[src/rtl/moore_pattern_detector_pkg.sv]
// moore_pkg: shared constants for the Moore serial pattern detector.
//   clog2_p1()        - state register width for a given pattern length
//   DEF_PAT_LEN/...   - default pattern configuration (0110, 4 bits)
//   MODE_OVERLAP/...  - values for the OVERLAP parameter
package moore_pkg;

    localparam int MODE_OVERLAP = 1;
    localparam int MODE_RESTART = 0;

    localparam int         DEF_PAT_LEN = 4;
    localparam logic [3:0] DEF_PATTERN = 4'b0110;
    localparam int         DEF_CNT_W   = 8;

    // State holds 0..n inclusive, so it needs room for n+1 values.
    function automatic int clog2_p1(input int n);
        return $clog2(n + 1);
    endfunction

endpackage

[src/rtl/moore_pattern_detector_prefix_match.sv]
// prefix_match: combinational next-state search for the pattern detector.
//   h_next_i     - history including the bit being accepted (newest at bit 0)
//   s_eff_i      - effective current state (prefix length matched so far)
//   next_state_o - longest k <= min(s_eff_i+1, PAT_LEN) whose last k history
//                  bits equal the first k pattern bits
module prefix_match
    import moore_pkg::*;
#(
    parameter int                 PAT_LEN = DEF_PAT_LEN,
    parameter logic [PAT_LEN-1:0] PATTERN = DEF_PATTERN,
    parameter int                 ST_W    = clog2_p1(PAT_LEN)
) (
    input  logic [PAT_LEN-1:0] h_next_i,
    input  logic [ST_W-1:0]    s_eff_i,
    output logic [ST_W-1:0]    next_state_o
);

    // hit[k]: newest k history bits equal the first k pattern bits
    logic [PAT_LEN:1] hit;

    for (genvar k = 1; k <= PAT_LEN; k++) begin : g_hit
        assign hit[k] = (h_next_i[k-1:0] == PATTERN[PAT_LEN-1 -: k]);
    end

    // The S_eff+1 bound keeps history older than the current partial match
    // (or left over from before a restart) from producing a false prefix.
    always_comb begin
        logic found;
        found        = 1'b0;
        next_state_o = '0;
        for (int k = PAT_LEN; k >= 1; k--) begin
            if (!found && hit[k] && (k <= int'(s_eff_i) + 1)) begin
                next_state_o = ST_W'(k);
                found        = 1'b1;
            end
        end
    end

endmodule

[src/rtl/moore_pattern_detector.sv]
// moore_pattern_detector: parametrised Moore serial pattern detector.
//   clock       - rising-edge clock
//   reset       - asynchronous active-low reset
//   clear       - synchronous clear, overrides x_en
//   x_en        - x_in is valid this cycle
//   x_in        - serial data bit (first bit compared with PATTERN[PAT_LEN-1])
//   y_out       - prefix length currently matched (0..PAT_LEN)
//   detect      - high while the full pattern is matched
//   match_count - saturating count of transitions into the full-match state
module moore_pattern_detector
    import moore_pkg::*;
#(
    parameter int                 PAT_LEN = DEF_PAT_LEN,
    parameter logic [PAT_LEN-1:0] PATTERN = DEF_PATTERN,
    parameter int                 OVERLAP = MODE_OVERLAP,
    parameter int                 CNT_W   = DEF_CNT_W,
    localparam int                ST_W    = clog2_p1(PAT_LEN)
) (
    input  logic             clock,
    input  logic             reset,
    input  logic             clear,
    input  logic             x_en,
    input  logic             x_in,
    output logic [ST_W-1:0]  y_out,
    output logic             detect,
    output logic [CNT_W-1:0] match_count
);

    localparam logic [ST_W-1:0]  FULL    = ST_W'(PAT_LEN);
    localparam logic [CNT_W-1:0] CNT_MAX = '1;

    logic [ST_W-1:0]    state_q, state_d, s_eff;
    // The oldest history bit is shifted straight out and never compared,
    // so only the lower PAT_LEN-1 bits need storage.
    logic [PAT_LEN-2:0] hist_q;
    logic [PAT_LEN-1:0] hist_d;
    logic [CNT_W-1:0]   cnt_q;
    logic               detect_q;

    assign hist_d = {hist_q, x_in};

    // In restart mode a completed match forgets everything it consumed.
    assign s_eff = (OVERLAP == MODE_RESTART && state_q == FULL) ? '0 : state_q;

    prefix_match #(
        .PAT_LEN (PAT_LEN),
        .PATTERN (PATTERN),
        .ST_W    (ST_W)
    ) u_match (
        .h_next_i     (hist_d),
        .s_eff_i      (s_eff),
        .next_state_o (state_d)
    );

    always_ff @(posedge clock or negedge reset) begin
        if (!reset) begin
            state_q  <= '0;
            hist_q   <= '0;
            cnt_q    <= '0;
            detect_q <= 1'b0;
        end else if (clear) begin
            state_q  <= '0;
            hist_q   <= '0;
            cnt_q    <= '0;
            detect_q <= 1'b0;
        end else if (x_en) begin
            state_q  <= state_d;
            hist_q   <= hist_d[PAT_LEN-2:0];
            detect_q <= (state_d == FULL);
            // Counts every accepted bit landing in FULL, including FULL->FULL.
            if (state_d == FULL && cnt_q != CNT_MAX)
                cnt_q <= cnt_q + 1'b1;
        end
    end

    assign y_out       = state_q;
    assign detect      = detect_q;
    assign match_count = cnt_q;

endmodule

[config.mk]
export PLATFORM = sky130hd
export DESIGN_NAME = moore_pattern_detector
export DESIGN_NICKNAME = d
export VERILOG_FILES = /design/src/rtl/moore_pattern_detector_pkg.sv /design/src/rtl/moore_pattern_detector_prefix_match.sv /design/src/rtl/moore_pattern_detector.sv
export SDC_FILE = /design/constraint.sdc
export NUM_CORES = 1
export LEC_CHECK = 0
export ABC_CLOCK_PERIOD_IN_PS = 3000
export CAP_MARGIN = 40
export CORE_MARGIN = 2
export CORE_UTILIZATION = 44
export DETAILED_ROUTE_END_ITERATION = 10
export HOLD_SLACK_MARGIN = 0.15
export PLACE_DENSITY = 0.68
export RECOVER_POWER = 25
export SYNTH_ARGS = -nofsm -noshare
export SYNTH_HDL_FRONTEND = slang
export SYNTH_HIERARCHICAL = 1
export SYNTH_SLANG_ARGS = --single-unit
export TNS_END_PERCENT = 50
[constraint.sdc]
create_clock -name clock -period 3 [get_ports clock]
set_input_delay 0.3 -clock clock [delete_from_list [all_inputs] [get_ports clock]]
set_output_delay 0.3 -clock clock [all_outputs]
set_load 0.05 [all_outputs]
==> summary.txt, run 1 <==
Outcome
  – Result of the run: complete, no violations

Route
  – Detailed-router iteration count before antenna repair: 4
  – DR vias/cell: 5.360
  – Routed WL per cell: around 14 um
  – Routed WL: 1960 um
  – Vias after detailed routing: 745
  – Detailed router's first-iteration violation count: 10
  – Number of nets still failing antenna checks after routing: 0
  – Drt drc: 0

Power
  – Pwr/cell area: 306.2 mW/mm^2
  – Share of power burned in the clock network: approximately a third
  – Net switching power: 0.00008836 W
  – Net Sw Frac: 24.56%
  – Max rail drop VDD: 0.2218 mV
  – Static Leakage: approximately 0.47 nW
  – Combinational share of power: 10.4%
  – Part of the total power dissipated in sequential elements: 57.8%
  – Internal power contribution: 0.0002714 W

Synthesis
  – Most frequent cell after synthesis: sky130_fd_sc_hd__dfrtp_1
  – Most instantiated flip-flop cell in the synthesis netlist: sky130_fd_sc_hd__dfrtp_1
  – Async SR Flop Fraction: 100.0%
  – Number of enable flip-flop cells after synthesis: 0
  – Mapped Avg Cell Area: 10.34 sq um
  – Post-Syn Area: 972.2 sq um
  – Cell taking the most area after synthesis: sky130_fd_sc_hd__dfrtp_1
  – Yosys top cell area share: 38.61%
  – Area contributors post-synth: sky130_fd_sc_hd__dfrtp_1 39%, sky130_fd_sc_hd__mux2i_1 8.2%, sky130_fd_sc_hd__ha_1 5.1%
  – Count of distinct cell types in the synthesized netlist: 36
  – Number of cells produced by synthesis: 94
  – Synthesized netlist net count: 103
  – Number of warnings printed during yosys synthesis: 6
  – Register bit total from synthesis: 15
  – Fraction of the yosys area taken by sequential cells: 38.61%
  – Cell types with the highest counts after synthesis: 15 x sky130_fd_sc_hd__dfrtp_1, 13 x sky130_fd_sc_hd__nor2_1, 8 x sky130_fd_sc_hd__mux2i_1

Clocking
  – Hold Buf Count CTS: 0
  – Buffers inserted during post-CTS setup optimization: 0
  – H-tree level count: 1
  – Skew-Pair Late Insertion Delay: roughly 0.28 ns
  – Number of gates resized after cts: 0
  – CTS root buf: sky130_fd_sc_hd__clkbuf_4
  – TritonCTS Sinks: 15
  – CTS tree: yes
  – Cts bufs inserted: 3
  – Max Buffers Root-to-Sink: 2
  – Reg clk slew, reported paths: roughly 0.090 ns

Die
  – Number of rows in the core area: 17
  – Top Ports: 17
  – Core area: 0.002148 sq mm
  – Initial standard-cell utilization of the core: 45.25%
  – Floorplan die width: between 50 and 60 um
  – Die Height: 51.01 um
  – Overall die area: between 0.002 and 0.003 sq mm

Layout
  – Antenna Cells: 0
  – Layout cell share with drive strength beyond 1: 13.51%
  – Area overhead of the layout relative to synthesis: 20.85%
  – Utilization of the core after routing: 54.69%
  – Area taken by multi-input logic gates: 555.5 sq um
  – Fill cell total of the finished layout: 205
  – Sequential cell area in the final layout: 375.4 sq um
  – Final nets: 121

STA
  – Final hold slack: 0.4969 ns
  – Max transition margin: 53.46%
  – Final setup TNS: 0 ns
  – Final Hold Fails: 0
  – Slew at the pin closest to its max-slew limit: 0.6958 ns
  – Final number of max-transition violations: 0
  – Setup Viol. Count Final: 0
  – Fmax: 0.4057 GHz
  – Post-route minimum period: approximately 2.5 ns
  – Final critical-path share of the clock period: 82.16%
  – Setup repair after global routing missed its margin: false
  – Worst-case clock skew: 0.005700 ns

Setup path
  – Maximum cell stage delay along the critical path: 0.45 ns
  – Crit end category: flip-flop
  – Data arrival at the endpoint of the critical path: 2.64 ns
  – Register-to-Register Setup Slack: 0.54 ns
  – Slowest CP cell: sky130_fd_sc_hd__dfrtp_1
  – Largest fanout of any net on the critical path: 7
  – Kind of start point of the critical path: flip-flop
  – CP Class: flip-flop to flip-flop
  – Data required time of the worst path: 3.17 ns
  – List of cells traversed by the critical path: ha_1 -> and2_0 -> a21oi_2 -> mux2i_1 -> o32ai_1 -> nand4bb_4 -> a2111oi_4 -> mux2_1

Hold path
  – Min-Delay Path Class: input pin to async pin

Place
  – Final Wtd Congestion: 0.8515
  – HPWL reported at the end of detailed placement: between 1000 and 1500 um
  – Count of buffers from port buffering: 16

GRT
  – Maximum number of pins on one net before global-route repair: 18
  – Wire length of the first global-routing pass: 3291 um
  – All-Layer GR Usage: 16.59%
  – Number of global-route vias before repair: 766
  – Sum of overflow across all layers after global routing: 0
  – Antenna violations before repair: 0

Flow run
  – Count of max-cap constraint violations: 0
power by group through the flow:
stage	Sequential [W]	Clock, W	Combinational, W
floorplan	0.000215	0	0.0000200
global placement	0.000212	0	0.0000370
detailed placement	0.000212	0	0.0000382
CTS	0.000208	0.000119	0.0000383
global route	0.000209	0.000127	0.0000414
finish	0.000208	0.000114	0.0000375
placed cells by master, fill, tap and decap left out:
master,n
sky130_fd_sc_hd__a2111oi_4,1
sky130_fd_sc_hd__a211oi_1,3
sky130_fd_sc_hd__a21oi_1,3
sky130_fd_sc_hd__a21oi_2,1
sky130_fd_sc_hd__a311oi_1,3
sky130_fd_sc_hd__a31oi_1,1
sky130_fd_sc_hd__a31oi_4,1
sky130_fd_sc_hd__a41oi_1,1
sky130_fd_sc_hd__and2_0,1
sky130_fd_sc_hd__and2_1,2
sky130_fd_sc_hd__and3_1,2
sky130_fd_sc_hd__and3_2,1
sky130_fd_sc_hd__and3_4,1
sky130_fd_sc_hd__and3b_2,1
sky130_fd_sc_hd__and4bb_2,1
sky130_fd_sc_hd__clkbuf_1,1
sky130_fd_sc_hd__clkbuf_4,3
sky130_fd_sc_hd__clkdlybuf4s50_1,15
sky130_fd_sc_hd__dfrtp_1,15
sky130_fd_sc_hd__dlygate4sd3_1,1
sky130_fd_sc_hd__ha_1,4
sky130_fd_sc_hd__inv_1,6
sky130_fd_sc_hd__mux2_1,1
sky130_fd_sc_hd__mux2_4,1
sky130_fd_sc_hd__mux2i_1,8
sky130_fd_sc_hd__nand2_1,7
sky130_fd_sc_hd__nand2_2,1
sky130_fd_sc_hd__nand2b_1,1
sky130_fd_sc_hd__nand3_1,1
sky130_fd_sc_hd__nand3_2,1
sky130_fd_sc_hd__nand4bb_4,1
sky130_fd_sc_hd__nor2_1,13
sky130_fd_sc_hd__nor2b_1,3
sky130_fd_sc_hd__nor3b_1,1
sky130_fd_sc_hd__nor4_1,1
sky130_fd_sc_hd__o21ai_0,1
sky130_fd_sc_hd__o32ai_1,1
sky130_fd_sc_hd__or4b_4,1
metrics by stage:
step | instances | area [sq um] | setup WS (ns) | total power (W)
finish | 139 | 1175 | 0.5352 | 0.0003597
global route | 139 | 1175 | 0.3410 | 0.0003774
CTS | 139 | 1175 | 0.5111 | 0.0003651
detailed placement | 135 | 1149 | 0.2764 | 0.0002503
global placement | 135 | 1149 | 0.4004 | 0.0002491
floorplan | 94 | 972.2 | 0.4768 | 0.0002354
state kept, by name (all words and copies together) (netlist names):
register	count
y_out	3
match_count	8
hist_q	3
detect	1
worst max-delay path: cells and delay by family, from the launching register on:
| kind | cells | cell delay [ns] |
|---|---|---|
| compound gates | 3 | 0.62 |
| mux | 2 | 0.58 |
| simple gates | 2 | 0.48 |
| flops | 1 | 0.45 |
| fa+ha+maj | 1 | 0.23 |
metal layers:
metal  routed length, um  global-route usage (%)  share of wire [%]  up-vias
li1                    -                       -                  -      371
met1                 947                   20.75                 48      350
met2                 926                   27.92                 47       20
met3                  64                   2.339                3.3        4
met4                  22                   8.108                1.1        0
met5                   0                       0                  0        -
kinds of logic (layout without fill, tap and decap cells):
family / count (synthesis) / count (layout) / synth area share [%]
simple gates: 40 / 40 / 25.61
compound gates: 16 / 16 / 15.44
flops: 15 / 15 / 38.61
mux: 10 / 10 / 10.94
buf+inv: 9 / 26 / 4.247
fa+ha+maj: 4 / 4 / 5.148
cell type report:
type	instances	share of cell area (%)
Clock buffer	4	2.236
Inverter	6	1.917
Multi-Input combinational cell	70	47.28
Sequential cell	15	31.95
Tap cell	28	2.982
Timing Repair Buffer	16	13.63
worst paths after layout:
kind | from | end | depth (start not counted)
max in group asynchronous | reset | y_out[0]$_DFFE_PN0P_ | 1
min in group clock | hist_q[2]$_DFFE_PN0P_ | hist_q[2]$_DFFE_PN0P_ | 2
setup reg to reg | y_out[0]$_DFFE_PN0P_ | match_count[5]$_DFFE_PN0P_ | 8
hold / removal | reset | hist_q[1]$_DFFE_PN0P_ | 1
hold reg to reg | hist_q[2]$_DFFE_PN0P_ | hist_q[2]$_DFFE_PN0P_ | 2
setup / recovery | y_out[0]$_DFFE_PN0P_ | match_count[5]$_DFFE_PN0P_ | 8
(Power assumes the default switching activity.)
==> run 2: changes to the inputs <==
--- a/config.mk
+++ b/config.mk
@@ -5,13 +5,13 @@
 export SDC_FILE = /design/constraint.sdc
 export NUM_CORES = 1
 export LEC_CHECK = 0
-export ABC_CLOCK_PERIOD_IN_PS = 3000
+export ABC_CLOCK_PERIOD_IN_PS = 2000
 export CAP_MARGIN = 40
 export CORE_MARGIN = 2
 export CORE_UTILIZATION = 44
 export DETAILED_ROUTE_END_ITERATION = 10
 export HOLD_SLACK_MARGIN = 0.15
-export PLACE_DENSITY = 0.68
+export PLACE_DENSITY = 0.71
 export RECOVER_POWER = 25
 export SYNTH_ARGS = -nofsm -noshare
 export SYNTH_HDL_FRONTEND = slang
==> constraint.sdc (replaced) <==
create_clock -name clock -period 2 [get_ports clock]
set_input_delay 0.2 -clock clock [delete_from_list [all_inputs] [get_ports clock]]
set_output_delay 0.2 -clock clock [all_outputs]
set_load 0.05 [all_outputs]
==> run 2 against run 1 <==
The run now ends with setup timing left. Core utilization increased by 7.8 points. Sequential share of layout area is 3.8 points lower. Global-route usage is 1.7 points higher. Critical path depth fell by 2. Count of clock-buffer cells in the layout is the same. Critical endpoint unchanged. Clock skew decreased by 0.0023 ns. Non-clock buffer count rose by 15. Power rose by 57%. Clock power up 56%. Fmax up 11%.
==> summary.txt, run 2 (synthesis results as in run 1) <==
STA
  – Max transition margin: 54.52%
  – Setup Viol. Count Final: 8
  – Final Hold Fails: 0
  – Slew at the pin closest to its max-slew limit: 0.6800 ns
  – Final number of max-transition violations: 0
  – Setup repair after global routing missed its margin: true
  – Fmax: 0.4509 GHz
  – Final critical-path share of the clock period: 110.9%
  – Final hold slack: 0.3794 ns
  – Post-route minimum period: 2.218 ns
  – Worst-case clock skew: approximately 0.0034 ns
  – Worst Slack Setup Final: -0.2180 ns

Setup path
  – Data arrival at the endpoint of the critical path: approximately 2.4 ns
  – CP Class: flip-flop to flip-flop
  – Crit end category: flip-flop
  – Data required time of the worst path: 2.18 ns
  – Largest fanout of any net on the critical path: 4
  – Path depth of the worst reg2reg path: 6
  – Kind of start point of the critical path: flip-flop

GRT
  – Number of global-route vias before repair: 852
  – Maximum number of pins on one net before global-route repair: 18
  – Wire length of the first global-routing pass: between 3000 and 4000 um
  – Antenna violations before repair: 0
  – Sum of overflow across all layers after global routing: 0
  – All-Layer GR Usage: 18.26%

Route
  – Routed WL: 2141 um
  – Detailed router's first-iteration violation count: 23
  – DR vias/cell: 5.513
  – Detailed-router iteration count before antenna repair: 4
  – Routed WL per cell: 13.90 um
  – Drt drc: 0
  – Vias after detailed routing: ~850
  – Number of nets still failing antenna checks after routing: 0

Die
  – Die Height: about 51 um
  – Floorplan die width: 51.01 um
  – Initial standard-cell utilization of the core: 45.25%
  – Core area: about 0.0021 sq mm
  – Overall die area: 0.002602 sq mm
  – Number of rows in the core area: 17
  – Top Ports: 17

Place
  – Count of buffers from port buffering: 16
  – Final Wtd Congestion: 0.8106
  – HPWL reported at the end of detailed placement: 1498 um
  – Minimum setup slack after placement: -0.4336 ns
  – Post-Place Cells: around 150
  – Area post-placement: between 0.001 and 0.0015 sq mm

Layout
  – Fill cell total of the finished layout: 180
  – Leading cell types in the layout, fill and taps excluded: 15 x sky130_fd_sc_hd__clkdlybuf4s50_1, 14 x sky130_fd_sc_hd__buf_4, 13 x sky130_fd_sc_hd__dfrtp_1, 12 x sky130_fd_sc_hd__nor2_1, 8 x sky130_fd_sc_hd__mux2i_1
  – Sequential cell area in the final layout: 377.9 sq um
  – Layout cell share with drive strength beyond 1: 31.75%
  – Utilization of the core after routing: 62.49%
  – Number of non-filler instances in the completed layout: 154
  – Final design area excluding fillers: 0.001343 sq mm
  – Number of flip-flops under the largest register name: 8
  – Area overhead of the layout relative to synthesis: 38.10%
  – Most common cell after layout, fill and taps aside: sky130_fd_sc_hd__clkdlybuf4s50_1
  – Area taken by multi-input logic gates: 604.3 sq um
  – Antenna Cells: 0
  – Final nets: approximately 140

Power
  – Pwr/cell area: 420.5 mW/mm^2
  – Max rail drop VDD: around 0.35 mV
  – Static Leakage: 0.5487 nW

Clocking
  – TritonCTS Sinks: 15
  – Cts bufs inserted: 3
  – Max Buffers Root-to-Sink: 2
  – Hold Buf Count CTS: 0
  – Skew-Pair Late Insertion Delay: between 0.2 and 0.3 ns
  – Reg clk slew, reported paths: 0.09 ns
  – CTS tree: yes
  – CTS root buf: sky130_fd_sc_hd__clkbuf_4
  – H-tree level count: 1

Outcome
  – Result of the run: finished with violations
  – Violated checks: setup timing

Hold path
  – Min-Delay Path Class: input pin to async pin

Flow run
  – Count of max-cap constraint violations: 0
[run 2: final cells by class]
| type | count | share of cell area (%) |
|---|---|---|
| multi-input cells | 70 | 45.01 |
| flip-flops and latches | 15 | 28.15 |
| repair buffers | 31 | 20.60 |
| well taps | 28 | 2.610 |
| clock buffers | 4 | 1.957 |
| inverters | 6 | 1.678 |
[run 2: final timing paths]
path | end | from | slack, ns
worst max-delay path | match_count[5]$_DFFE_PN0P_ | hist_q[2]$_DFFE_PN0P_ | -0.22
worst min-delay path | match_count[6]$_DFFE_PN0P_ | reset | 0.38
worst max register to register | match_count[5]$_DFFE_PN0P_ | hist_q[2]$_DFFE_PN0P_ | -0.22
worst min register to register | hist_q[2]$_DFFE_PN0P_ | hist_q[2]$_DFFE_PN0P_ | 0.55
max in group asynchronous | y_out[1]$_DFFE_PN0P_ | reset | 1.14
min in group clock | hist_q[2]$_DFFE_PN0P_ | hist_q[2]$_DFFE_PN0P_ | 0.55
[run 2: per-layer routing]
| layer | GRT usage (%) | wire length [um] | vias to the layer above |
|---|---|---|---|
| met5 | 0 | 0 | - |
| li1 | - | - | 402 |
| met1 | 24.02 | 1000 | 420 |
| met4 | 6.757 | 37 | 0 |
| met2 | 30.30 | 1024 | 22 |
| met3 | 2.632 | 79 | 5 |
[run 2: where the power goes]
part	leakage, nW	internal (W)	switching, W
Combinational	0.329	0.0000366	0.0000401
Sequential	0.205	0.000307	0.00000305
Clock	0.0150	0.0000778	0.0000999
Total	0.549	0.000421	0.000143
[run 2: critical path: stages, from the launching register on]
cell,delay (ns)
sky130_fd_sc_hd__dfrtp_1,0.40
sky130_fd_sc_hd__or4b_4,0.55
sky130_fd_sc_hd__mux2i_1,0.19
sky130_fd_sc_hd__o32ai_2,0.13
sky130_fd_sc_hd__nand4bb_4,0.27
sky130_fd_sc_hd__a2111oi_4,0.25
sky130_fd_sc_hd__mux2_4,0.33
[run 2: repair_timing]
| action | 4_1_cts | 5_1_grt |
|---|---|---|
| pin swaps | 1 | 0 |
| endpoints found under the setup margin | 8 | 8 |
| buffers inserted | 3 | 0 |
| hold endpoints to repair | 0 | 0 |
| resized for setup | 4 | 3 |
[run 2: metrics by stage]
step                      setup TNS [ns]  power (W)
after floorplan                   -1.262  0.0003549
after global placement            -2.492  0.0003882
after detailed placement          -2.880  0.0003900
after CTS                         -1.308  0.0005612
after global routing              -2.152  0.0005819
final                             -1.282  0.0005646
==> run 3: changes to the inputs <==
--- a/config.mk
+++ b/config.mk
@@ -9,6 +9,7 @@
 export CAP_MARGIN = 40
 export CORE_MARGIN = 2
 export CORE_UTILIZATION = 44
+export CTS_CLUSTER_DIAMETER = 40
 export DETAILED_ROUTE_END_ITERATION = 10
 export HOLD_SLACK_MARGIN = 0.15
 export PLACE_DENSITY = 0.71
==> results of run 3 <==
The final DEF is identical to that of run 2; final timing and power are the same.
